## config.mk

```make
export PLATFORM = sky130hd
export DESIGN_NAME = aes_ctrl_shadow
export DESIGN_NICKNAME = d
export VERILOG_FILES = /design/src/rtl/aes_pkg.sv /design/src/rtl/aes_ctrl_shadow.sv
export SDC_FILE = /design/constraint.sdc
export NUM_CORES = 1
export LEC_CHECK = 0
export BUFFER_PORTS_ARGS = -buffer_cell sky130_fd_sc_hd__buf_4
export CORE_MARGIN = 5
export CORE_UTILIZATION = 59
export CTS_BUF_LIST = sky130_fd_sc_hd__clkbuf_4 sky130_fd_sc_hd__clkbuf_8
export DETAILED_ROUTE_END_ITERATION = 10
export GPL_ROUTABILITY_DRIVEN = 0
export HOLD_SLACK_MARGIN = 0.02
export PLACE_DENSITY_LB_ADDON = 0.05
export SLEW_MARGIN = 30
export SYNTH_ARGS = -nofsm -noshare
export SYNTH_HDL_FRONTEND = slang
export SYNTH_SLANG_ARGS = --single-unit
```

## constraint.sdc

```tcl
create_clock -name clk_i -period 5.5 [get_ports clk_i]
set_input_delay 1.65 -clock clk_i [delete_from_list [all_inputs] [get_ports clk_i]]
set_output_delay 1.65 -clock clk_i [all_outputs]
set_load 0.05 [all_outputs]
```

## src/rtl/aes_pkg.sv

```systemverilog
// rtl/aes_pkg.sv - AES control register layout, reset value and shadow FSM states
package aes_pkg;

  typedef struct packed {
    logic [23:0] reserved;
    logic        manual_operation;
    logic [2:0]  key_len;
    logic [2:0]  mode;
    logic        operation;
  } ctrl_reg_t;

  localparam ctrl_reg_t CTRL_RESET = '{
    reserved:         24'h0,
    manual_operation: 1'b0,
    key_len:          3'b001,
    mode:             3'b001,
    operation:        1'b0
  };

  typedef enum logic {
    CTRL_SHADOW_EMPTY,
    CTRL_SHADOW_STAGED
  } ctrl_shadow_e;

endpackage

```

## src/rtl/aes_ctrl_shadow.sv

```systemverilog
// rtl/aes_ctrl_shadow.sv - double-write confirmed control register with inverted shadow copy
module aes_ctrl_shadow
  import aes_pkg::*;
#(
  parameter logic [31:0] RESVAL = '0
) (
  input  logic        clk_i,
  input  logic        rst_i,
  input  logic        we_i,
  input  logic [31:0] wd_i,
  input  logic        re_i,
  input  logic        idle_i,
  output logic [31:0] q_o,
  output logic        qe_o,
  output logic        phase_o,
  output logic        update_err_o,
  output logic        wr_ignored_o,
  output logic        storage_err_o
);

  ctrl_shadow_e state;
  logic [31:0]  q;
  logic [31:0]  q_n;
  logic [31:0]  staged;

  always_ff @(posedge clk_i) begin
    if (rst_i) begin
      state         <= CTRL_SHADOW_EMPTY;
      q             <= RESVAL;
      q_n           <= ~RESVAL;
      staged        <= '0;
      qe_o          <= 1'b0;
      update_err_o  <= 1'b0;
      wr_ignored_o  <= 1'b0;
      storage_err_o <= 1'b0;
    end else begin
      qe_o         <= 1'b0;
      update_err_o <= 1'b0;
      wr_ignored_o <= 1'b0;

      // Sticky until reset; deliberately independent of commits.
      if (q != ~q_n) begin
        storage_err_o <= 1'b1;
      end

      case (state)
        CTRL_SHADOW_EMPTY: begin
          if (we_i) begin
            if (idle_i) begin
              staged <= wd_i;
              state  <= CTRL_SHADOW_STAGED;
            end else begin
              wr_ignored_o <= 1'b1;
            end
          end
        end
        CTRL_SHADOW_STAGED: begin
          // A write always ends the sequence; a read only aborts when no write collides.
          if (we_i) begin
            state <= CTRL_SHADOW_EMPTY;
            if (!idle_i) begin
              wr_ignored_o <= 1'b1;
            end else if (wd_i == staged) begin
              q    <= wd_i;
              q_n  <= ~wd_i;
              qe_o <= 1'b1;
            end else begin
              update_err_o <= 1'b1;
            end
          end else if (re_i) begin
            state <= CTRL_SHADOW_EMPTY;
          end
        end
        default: state <= CTRL_SHADOW_EMPTY;
      endcase
    end
  end

  assign q_o     = q;
  assign phase_o = (state == CTRL_SHADOW_STAGED);

endmodule

```

==> results by group, run 1 <==
Floorplan
  • Row count: 29
  • Die ar.: 8276 um^2
  • Core area: about 6300 um^2
  • Starting Density: 0.6093
  • Die height: 90.98 um
  • I/O pins: 74
  • Die Span X: 90.98 um

Synthesis
  • Top cell type's share of synthesized area: 0.5226
  • Post-synthesis cell type count: 26
  • Syn avg cell area: around 10 um^2
  • Cells after Synth: 385
  • Post-synthesis register bit count: 101
  • Synth Warn #: 0
  • Largest area contributor in the netlist: dfxtp_1
  • Largest cells by area after synthesis: dfxtp_1 (52%), xor2_1 (13%), a22o_1 (7.2%)
  • Mapped Nets: between 400 and 500
  • Seq/Total Area, Yosys: 0.5226
  • Netlist Area Pre-Place: 3869 um^2

Timing
  • Setup repair after global routing missed its margin: false
  • Final setup violation count: 0
  • Final min period: 3.749 ns
  • Final hold violations: 0
  • Setup TNS: 0 ns
  • Slew @ Worst Pin: 0.6888 ns
  • Max Clock Skew: 0.009199 ns
  • Slew Viols, Final: 0
  • Peak Freq: 266.7 MHz
  • Relative slew slack: 0.5408
  • Final period utilization: 0.6817

Critical path
  • Crit. End Element: register
  • Crit Path Class: input pin to register
  • R2r setup slk: 2.85 ns
  • Worst setup SP type: input pin
  • Largest delay share family, worst path: compound AO/OA/AOI/OAI gates
  • CP most frequent cell: buf_4
  • CP arrival: 4.02 ns
  • Critical path's largest stage delay: a little under 0.7 ns
  • Worst Path Max Fanout: 20
  • Reg2Reg Depth: 6
  • Sequence of cells on the critical path: buf_4, xor2_1, nor4_1, nand4_1, o31ai_4, buf_4, a2bb2oi_1
  • R2R Path End: q_n[10]
  • R2R Path Start: staged[31]
  • Worst Path Required: 5.77 ns
  • CP max-delay cell: o31ai_4
  • Buffers & Inverters on Critical Path: 2

Clock network
  • Clock buffer depth: 2
  • Sink Count: 101
  • Post-CTS setup buffers: 0
  • CTS clock-pin slew for the worst setup and hold paths: 0.09 ns
  • Root Buffer: clkbuf_8
  • TritonCTS clock tree: built
  • Worst-Skew Late Latency: around 0.35 ns
  • TritonCTS buffer count: 9
  • CTS resizes: 0
  • Hold buffers post-CTS: 0
  • H-tree depth: 3

Drt
  • WL/cell: 17.39 um
  • ANT nets after route: 0
  • DRC: 0
  • Vias per inst: 5.801
  • DRT Wirelength: 9251 um
  • Via count: 3086
  • Detailed Routing Iterations Pass 1: 4
  • First DRT Iteration DRCs: between 200 and 250

Min path
  • Min-delay src: staged[4]
  • Hold Path Stages: 2
  • Worst Hold End: staged[4]
  • Min-delay worst type: register to register

Finish
  • Final Instance Area: around 4600 um^2
  • Layout cells sized above 1: 0.2176
  • Final Core Density: 0.7322
  • Layout net count: around 500
  • P&R area growth vs syn: 20.18%
  • # diodes: 0

Global routing
  • Largest net degree at the start of global routing: 42
  • First-pass GRT wire length: 14990 um
  • Initial antenna violation count: 0
  • Total track usage: 0.2229
  • GRT overflow: 0
  • Vias in the first global route: 2952

Placed design
  • Port Buffer Count: 73
  • Final HPWL DP: 6303 um
  • Cell Area, Placed: 4449 um^2

Power and ir drop
  • Power per cell area: 283.1 nW/um^2
  • Maximum vdd ir drop: about 0.00018 V
  • Static leakage: 0.001943 uW
  • Total power: between 1000 and 1500 uW

Outcome
  • Status: completed

Run
  • Max-cap violations: 0
==> state kept, by name, summed over array words and instances (netlist names) <==
register,count
update_err_o,1
storage_err_o,1
qe_o,1
q_o,32
phase_o,1
wr_ignored_o,1
q_n,32
staged,32
==> cells in the mapped netlist <==
| master | count |
|---|---|
| a2111oi_0 | 1 |
| a21oi_1 | 35 |
| a22o_1 | 32 |
| a22oi_1 | 1 |
| a2bb2oi_1 | 32 |
| a41oi_1 | 1 |
| buf_2 | 8 |
| buf_4 | 5 |
| clkbuf_1 | 11 |
| dfxtp_1 | 101 |
| inv_1 | 1 |
| nand2_1 | 66 |
| nand3_1 | 2 |
| nand4_1 | 8 |
| nor2_1 | 3 |
| nor3_1 | 1 |
| nor3b_1 | 1 |
| nor4_1 | 10 |
| o21ai_0 | 1 |
| o22ai_1 | 2 |
| o31a_1 | 1 |
| o31ai_2 | 1 |
| or2_2 | 1 |
| or3b_2 | 1 |
| or4_1 | 1 |
| xor2_1 | 58 |
==> how the worst max path moves through the flow <==
stage | slack [ns] | end | start | depth (start not counted)
finish | 1.75 | q_n[10] | wd_i[26] | 7
global route | 1.59 | q_n[5] | wd_i[31] | 7
global placement | 1.45 | q_n[19] | wd_i[26] | 7
detailed placement | 1.43 | q_n[6] | wd_i[26] | 7
floorplan | 2.35 | q_n[10] | wd_i[28] | 7
CTS | 1.79 | q_n[8] | wd_i[26] | 7
==> per-layer routing <==
layer,up-vias,wire (um),track usage
li1,1499,-,-
met1,1485,4148,0.3036
met5,-,0,0
met3,8,680,0.05289
met4,0,104,0.07946
met2,94,4317,0.3468
==> logic make-up (layout without fill, tap and decap cells) <==
logic type	count (synthesis)	count (layout)	share of synthesized area
AOI/OAI and AO/OA	107	107	0.2067
DFF	101	101	0.5226
and+or+nand+nor	94	94	0.1077
xor gates and xnor gates	58	58	0.1313
buffers and inverters	25	95	0.03170
==> worst register-to-register path, stage by stage, from the launching register on <==
cell and delay [ns]:
dfxtp_1 0.32, xor2_1 0.17, nor4_1 0.46, nand4_1 0.33
o31ai_4 0.69, buf_4 0.40, a2bb2oi_1 0.20
==> report_power, final <==
| part | switching, uW | internal, uW |
|---|---|---|
| logic | 60.6 | 42.4 |
| clock network | 242 | 221 |
| registers | 7.33 | 742 |
| total | 310 | 1010 |
==> stage by stage <==
stage	hold WS [ns]	instances	worst slack [ns]
CTS	0.4709	532	1.792
detailed placement	0.4583	516	1.433
global route	0.4873	532	1.586
global placement	0.4531	516	1.453
floorplan	0.4478	385	2.345
finish	0.4686	532	1.751
==> layout make-up <==
type                    instances  area (um^2)
well taps                      77        96.34
fillers                       478         1700
flip-flops and latches        101         2022
multi-input cells             259         1742
inverters                       1        3.754
clock buffers                  11        138.9
clock inverters                 5        61.31
repair buffers                 78        585.6
==> placed cells by master (no fill, tap or decap), types with 3 or more instances in the layout <==
cell type and count:
clkinvlp_4 3, a22o_1 32, clkbuf_8 9, dfxtp_1 101, nand4_1 8, a2bb2oi_1 32, xor2_1 58, nor4_1 9
buf_4 78, a21oi_1 35, nand2_1 66
No activity file was read; power rests on OpenSTA's default activity.
==> run 2, diff against run 1 <==
--- a/config.mk
+++ b/config.mk
@@ -7,7 +7,7 @@
 export LEC_CHECK = 0
 export BUFFER_PORTS_ARGS = -buffer_cell sky130_fd_sc_hd__buf_4
 export CORE_MARGIN = 5
-export CORE_UTILIZATION = 59
+export CORE_UTILIZATION = 51
 export CTS_BUF_LIST = sky130_fd_sc_hd__clkbuf_4 sky130_fd_sc_hd__clkbuf_8
 export DETAILED_ROUTE_END_ITERATION = 10
 export GPL_ROUTABILITY_DRIVEN = 0
==> constraint.sdc (replaced) <==
create_clock -name clk_i -period 3.2 [get_ports clk_i]
set_input_delay 0.96 -clock clk_i [delete_from_list [all_inputs] [get_ports clk_i]]
set_output_delay 0.96 -clock clk_i [all_outputs]
set_load 0.05 [all_outputs]
==> run 2 against run 1 <==
Sequential cell count stayed put. Via count is 1.7% lower. Sequential share of layout area is 0.77 points lower. Critical path depth grew 1. Core utilization fell by 8.7 points. Power up 76%. Register-to-register slack worse by 1.9 ns. Non-clock buffer count up 4. Worst hold slack improved by 0.0019 ns. Clock power grew 82%. Largest power group unchanged.
==> results by group, run 2 (synthesis results as in run 1) <==
Outcome
  • Status: completed

Clock network
  • TritonCTS clock tree: built
  • Hold buffers post-CTS: 0 (unchanged)
  • CTS clock-pin slew for the worst setup and hold paths: 0.10 ns (about the same)
  • Clock buffer depth: 2 (unchanged)
  • Post-CTS setup buffers: 0 (unchanged)
  • TritonCTS buffer count: 9 (unchanged)
  • Root Buffer: clkbuf_8
  • Sink Count: 101 (unchanged)
  • H-tree depth: 3 (unchanged)
  • Worst-Skew Late Latency: 0.36 ns (about the same)
  • CTS resizes: 0 (unchanged)

Drt
  • Via count: 3034 (-1.7%)
  • WL/cell: 16.60 um (-4.5%)
  • DRC: 0 (unchanged)
  • Vias per inst: 5.437 (-6.3%)
  • Detailed Routing Iterations Pass 1: 4 (unchanged)
  • ANT nets after route: 0 (unchanged)
  • First DRT Iteration DRCs: 147 (-29%)
  • DRT Wirelength: 9264 um (+0.14%)

Critical path
  • R2R Path End: q_n[21]
  • R2R Path Start: staged[31]
  • Reg2Reg Depth: 7 (+1)
  • Worst setup SP type: input pin
  • R2r setup slk: 0.93 ns (-1.92 ns)
  • Crit. End Element: register
  • CP arrival: 2.92 ns (-1.10 ns)
  • Worst Path Required: 3.44 ns (-2.33 ns)
  • Worst Path Max Fanout: 38 (+90%)
  • Crit Path Class: input pin to register

Global routing
  • Largest net degree at the start of global routing: 39 (-7.1%)
  • Initial antenna violation count: 0 (unchanged)
  • Vias in the first global route: 2968 (+0.54%)
  • First-pass GRT wire length: 15480 um (+3.3%)
  • Total track usage: 0.2003 (-0.02256)
  • GRT overflow: 0 (unchanged)

Power and ir drop
  • Power per cell area: 488.7 nW/um^2 (+73%)
  • Static leakage: 0.001980 uW (+1.9%)
  • Maximum vdd ir drop: 0.0003170 V (+80%)

Timing
  • Relative slew slack: 0.5570 (+0.01618)
  • Final hold violations: 0 (unchanged)
  • Slew Viols, Final: 0 (unchanged)
  • Setup TNS: 0 ns (unchanged)
  • Max Clock Skew: 0.01297 ns (+0.003771 ns)
  • Final setup violation count: 0 (unchanged)
  • Setup repair after global routing missed its margin: false
  • Final min period: 2.678 ns
  • Slew @ Worst Pin: 0.6645 ns (-0.02427 ns)
  • Final period utilization: 0.8367
  • Peak Freq: 373.5 MHz

Min path
  • Min-delay src: staged[4]
  • Min-delay worst type: register to register
  • Hold Path Stages: 2 (unchanged)
  • Worst Hold End: staged[4]

Floorplan
  • Core area: 7331 um^2 (+15%)
  • Row count: 31 (+6.9%)
  • Die height: 97.10 um (+6.7%)
  • I/O pins: 74 (unchanged)
  • Starting Density: 0.5277 (-0.08153)
  • Die Span X: 97.10 um (+6.7%)
  • Die ar.: 9427 um^2 (+14%)

Finish
  • Most frequent cells in the layout: dfxtp_1 (101), buf_4 (81), nand2_1 (66), xor2_1 (58), a21oi_1 (35)
  • Final Instance Area: 4733 um^2 (+1.8%)
  • Layout net count: 491 (+0.82%)
  • P&R area growth vs syn: 22.35%
  • Commonest non-fill, non-tap cell in the layout: dfxtp_1
  • Layout cells sized above 1: 0.2244 (+0.006818)
  • # diodes: 0 (unchanged)

Placed design
  • Cell Area, Placed: 4519 um^2 (+1.6%)
  • Port Buffer Count: 73 (unchanged)
  • Final HPWL DP: 6553 um (+4.0%)

Run
  • Max-cap violations: 0 (unchanged)
## run 2: worst max path at each step
stage,endpoint,slack [ns],startpoint,depth (start not counted)
3_3_place_gp,q_o[22],0.14,wd_i[26],8
6_report,q_n[21],0.52,wd_i[26],8
4_1_cts,q_o[17],0.55,wd_i[26],8
5_1_grt,q_n[8],0.39,wd_i[12],7
2_1_floorplan,q_n[10],0.74,wd_i[28],7
3_5_place_dp,q_n[21],0.15,wd_i[26],8
## run 2: critical path, stage by stage
cell	delay, ns
buf_4	0.13
xor2_1	0.19
nor4_1	0.47
nand4_1	0.17
buf_4	0.19
nor4_2	0.24
buf_4	0.41
a2bb2oi_1	0.14
## run 2: area by class of cell
class | instances | area, um^2
clock buffer | 12 | 158.9
clock inverter | 4 | 55.05
fill | 623 | 2597
inverter | 1 | 3.754
multi-input combinational | 259 | 1742
sequential | 101 | 2022
tap | 99 | 123.9
timing repair buffer | 82 | 628.1
## run 2: layer usage
metal	global-route usage	routed length, um	share of wire
met1	0.2753	4430	0.48
met2	0.3153	4312	0.47
met3	0.05169	460	0.050
met4	0.04860	60	0.0065
met5	0	0	0
## run 2: where the power goes
part,internal (uW),total (uW),switching [uW]
clock,418,843,426
sequential,1280,1290,12.7
combinational,76.5,181,105
total,1770,2310,543
## run 2: metrics by stage
step	total power, uW	hold WS, ns	util	worst slack, ns	instances
after floorplan	1408	0.4478	-	0.7354	385
after global placement	1497	0.4530	0.6165	0.1403	542
after detailed placement	1500	0.4593	0.6165	0.1523	542
after CTS	2334	0.4730	0.6457	0.5491	558
after global routing	2405	0.4860	0.6457	0.3946	558
final	2313	0.4706	0.6457	0.5224	558
==> run 3, diff against run 2 <==
--- a/config.mk
+++ b/config.mk
@@ -5,9 +5,10 @@
 export SDC_FILE = /design/constraint.sdc
 export NUM_CORES = 1
 export LEC_CHECK = 0
+export ABC_AREA = 1
 export BUFFER_PORTS_ARGS = -buffer_cell sky130_fd_sc_hd__buf_4
 export CORE_MARGIN = 5
-export CORE_UTILIZATION = 51
+export CORE_UTILIZATION = 53
 export CTS_BUF_LIST = sky130_fd_sc_hd__clkbuf_4 sky130_fd_sc_hd__clkbuf_8
 export DETAILED_ROUTE_END_ITERATION = 10
 export GPL_ROUTABILITY_DRIVEN = 0
==> constraint.sdc (replaced) <==
create_clock -name clk_i -period 2.4 [get_ports clk_i]
set_input_delay 0.72 -clock clk_i [delete_from_list [all_inputs] [get_ports clk_i]]
set_output_delay 0.72 -clock clk_i [all_outputs]
set_load 0.05 [all_outputs]
==> run 3 against run 2 <==
Sequential power up 35%. Sequential cell count unchanged. Core utilization rose by 0.61 points. Global-route usage is 3.2 points higher. Via count grew 44%. Synthesized cell count increased by 72%. Clock skew fell by 0.0019 ns. Setup slack better by 0.076 ns. Power increased by 36%. Final cell count increased by 50%. Sequential share of layout area fell by 5.3 points. Register-to-register slack got worse by 0.13 ns. Critical endpoint is now q_o[5].
==> results by group, run 3 <==
Critical path
  • Crit. End Element: primary output
  • CP arrival: 1.08 ns (-1.84 ns)
  • Critical path's largest stage delay: 0.47 ns (about the same)
  • Worst Path Max Fanout: 4 (-89%)
  • Crit Path Class: register to primary output
  • Worst setup SP type: register
  • Sequence of cells on the critical path: buf_4
  • CP max-delay cell: dfxtp_1
  • Largest delay share family, worst path: flip-flops
  • Buffers & Inverters on Critical Path: 1 (-2)
  • Worst Path Required: 1.68 ns (-1.76 ns)

Clock network
  • Sink Count: 101 (unchanged)
  • TritonCTS buffer count: 9 (unchanged)
  • CTS clock-pin slew for the worst setup and hold paths: 0.10 ns (about the same)
  • H-tree depth: 3 (unchanged)
  • Root Buffer: clkbuf_8
  • Worst-Skew Late Latency: 0.37 ns (about the same)
  • Hold buffers post-CTS: 0 (unchanged)
  • Clock buffer depth: 2 (unchanged)
  • TritonCTS clock tree: built
  • Post-CTS setup buffers: 0 (unchanged)
  • CTS resizes: 0 (unchanged)

Power and ir drop
  • Logic pwr share: 0.086 (+0.008)
  • Clk pwr share: 0.361 (-0.004)
  • Reg power frac: 0.554 (-0.003)
  • Psw: 796.5 uW (+47%)
  • Maximum vdd ir drop: 0.0003216 V (+1.4%)
  • Internal power: 2346 uW (+33%)
  • Sw frac: 0.2535 (+0.01867)
  • Power per cell area: 581.0 nW/um^2 (+19%)
  • Static leakage: 0.002683 uW (+35%)

Timing
  • Setup ws final: 0.5986 ns (+0.07620 ns)
  • Max Clock Skew: 0.01107 ns (-0.001895 ns)
  • Peak Freq: 555.1 MHz
  • Setup TNS: 0 ns (unchanged)
  • Final hold violations: 0 (unchanged)
  • Final setup violation count: 0 (unchanged)
  • Final period utilization: 0.7506
  • Slew @ Worst Pin: 0.4593 ns (-0.2052 ns)
  • Slew Viols, Final: 0 (unchanged)
  • Setup repair after global routing missed its margin: false
  • Final min period: 1.801 ns
  • Relative slew slack: 0.6938 (+0.1368)

Finish
  • Most frequent cells in the layout: nand2_1 (197), dfxtp_1 (101), buf_4 (82), inv_1 (79), nor2_1 (59)
  • Final Instance Area: 5409 um^2 (+14%)
  • # diodes: 0 (unchanged)
  • P&R area growth vs syn: 18.73%
  • Commonest non-fill, non-tap cell in the layout: nand2_1
  • Layout net count: 762 (+55%)
  • Layout cells sized above 1: 0.1603 (-0.06413)

Drt
  • Vias per inst: 5.218 (-4.0%)
  • DRT Wirelength: 11750 um (+27%)
  • Via count: 4357 (+44%)
  • ANT nets after route: 0 (unchanged)
  • WL/cell: 14.07 um (-15%)
  • Detailed Routing Iterations Pass 1: 5 (+1)
  • DRC: 0 (unchanged)
  • First DRT Iteration DRCs: 247 (+68%)

Floorplan
  • Die height: 102.7 um (+5.8%)
  • Core area: 8299 um^2 (+13%)
  • Die ar.: 10550 um^2 (+12%)
  • Die Span X: 102.7 um (+5.8%)
  • I/O pins: 74 (unchanged)
  • Row count: 33 (+6.5%)
  • Starting Density: 0.5489 (+0.02119)

Global routing
  • Total track usage: 0.2326 (+0.03226)
  • GRT overflow: 0 (unchanged)
  • Largest net degree at the start of global routing: 66 (+69%)
  • Vias in the first global route: 4133 (+39%)
  • First-pass GRT wire length: 19140 um (+24%)
  • Initial antenna violation count: 0 (unchanged)

Synthesis
  • Top_reg_cell synth: dfxtp_1
  • Simple-Gate Fraction of Synth Area: 0.2980 (+0.1903)
  • Netlist Area Pre-Place: 4556 um^2 (+18%)
  • Seq/Total Area, Yosys: 0.4438 (-0.07880)
  • Largest cells by area after synthesis: dfxtp_1 (44%), nand2_1 (16%), inv_1 (6.5%)
  • Mapped Nets: 699 (+66%)
  • Largest area contributor in the netlist: dfxtp_1
  • Synth cell count leaders: nand2_1 (197), dfxtp_1 (101), inv_1 (79)
  • Post-synthesis mux area share: 0 (unchanged)
  • Top-count cell post-synth: nand2_1
  • Top cell type's share of synthesized area: 0.4438 (-0.07880)
  • Fraction of the mapped netlist area in adder cells: 0 (unchanged)
  • Synth Area in Compound Gates: 0.1038 (-0.1028)
  • Post-synth EDFFs: 0 (unchanged)
  • Cells after Synth: 662 (+72%)
  • Post-synthesis async set-or-reset flop share: 0 (unchanged)
  • Post-synthesis register bit count: 101 (unchanged)
  • Synth Warn #: 0 (unchanged)
  • Post-synthesis cell type count: 25 (-3.8%)
  • Post-Synth XOR/XNOR Area: 0.04806 (-0.08324)
  • Largest family of logic cells by synthesized area: simple AND/OR/NAND/NOR gates
  • Syn avg cell area: 6.882 um^2 (-32%)

Outcome
  • Status: completed

Placed design
  • Final HPWL DP: 8707 um (+33%)
  • Cell Area, Placed: 5202 um^2 (+15%)
  • Dpl ws: 0.2750 ns (+0.1227 ns)
  • Port Buffer Count: 73 (unchanged)

Min path
  • Min-delay worst type: register to register

Run
  • Max-cap violations: 0 (unchanged)
## run 3: changes by cell type after synthesis, sizes merged, moves of 17 or more
cell / previous run / this run
o21ai: 1 / 42
nand4: 8 / 37
nor2: 3 / 63
a2bb2oi: 32 / 0
a22o: 32 / 0
xor2: 58 / 2
inv: 1 / 88
nand2: 66 / 197
xnor2: 0 / 23
nand3: 2 / 19
## run 3: per-layer routing
metal / up-vias / share of wire / global-route usage
li1: 2200 / - / -
met1: 2025 / 0.46 / 0.3156
met2: 112 / 0.47 / 0.3779
met3: 20 / 0.049 / 0.03112
met4: 0 / 0.021 / 0.08779
met5: - / 0 / 0
## run 3: power by group through the flow
stage	logic [uW]	clock network, uW	registers [uW]
detailed placement	270	0	1780
floorplan	152	0	1780
global route	302	1210	1750
CTS	271	1140	1740
finish	270	1130	1740
global placement	264	0	1770
## run 3: layout make-up
type	count	area [um^2]
flip-flops and latches	101	2022
multi-input cells	440	2059
repair buffers	84	655.6
clock buffers	10	137.6
clock inverters	6	68.82
well taps	105	131.4
fillers	752	2890
inverters	89	334.1
## run 3: final timing paths
check,startpoint,to,slack [ns],cells past startpoint
setup / recovery,q_o[5],q_o[5],0.60,1
hold / removal,q_n[4],q_n[4],0.49,2
setup reg to reg,staged[25],q_o[13],0.80,8
hold reg to reg,q_n[4],q_n[4],0.49,2
## run 3: kinds of logic (layout without fill, tap and decap cells)
logic type	after synthesis	after routing
buffers and inverters	121	189
XOR/XNOR	25	25
AO/OA/AOI/OAI	92	92
AND/OR/NAND/NOR	323	323
flip-flops	101	101
## run 3: through the flow
step	std cells	utilization	hold WS (ns)	power [uW]
after detailed placement	819	0.6269	0.4658	2048
after CTS	835	0.6517	0.4891	3152
after global placement	819	0.6269	0.4562	2039
after floorplan	662	-	0.4430	1930
after global routing	835	0.6517	0.4973	3255
final	835	0.6517	0.4853	3142
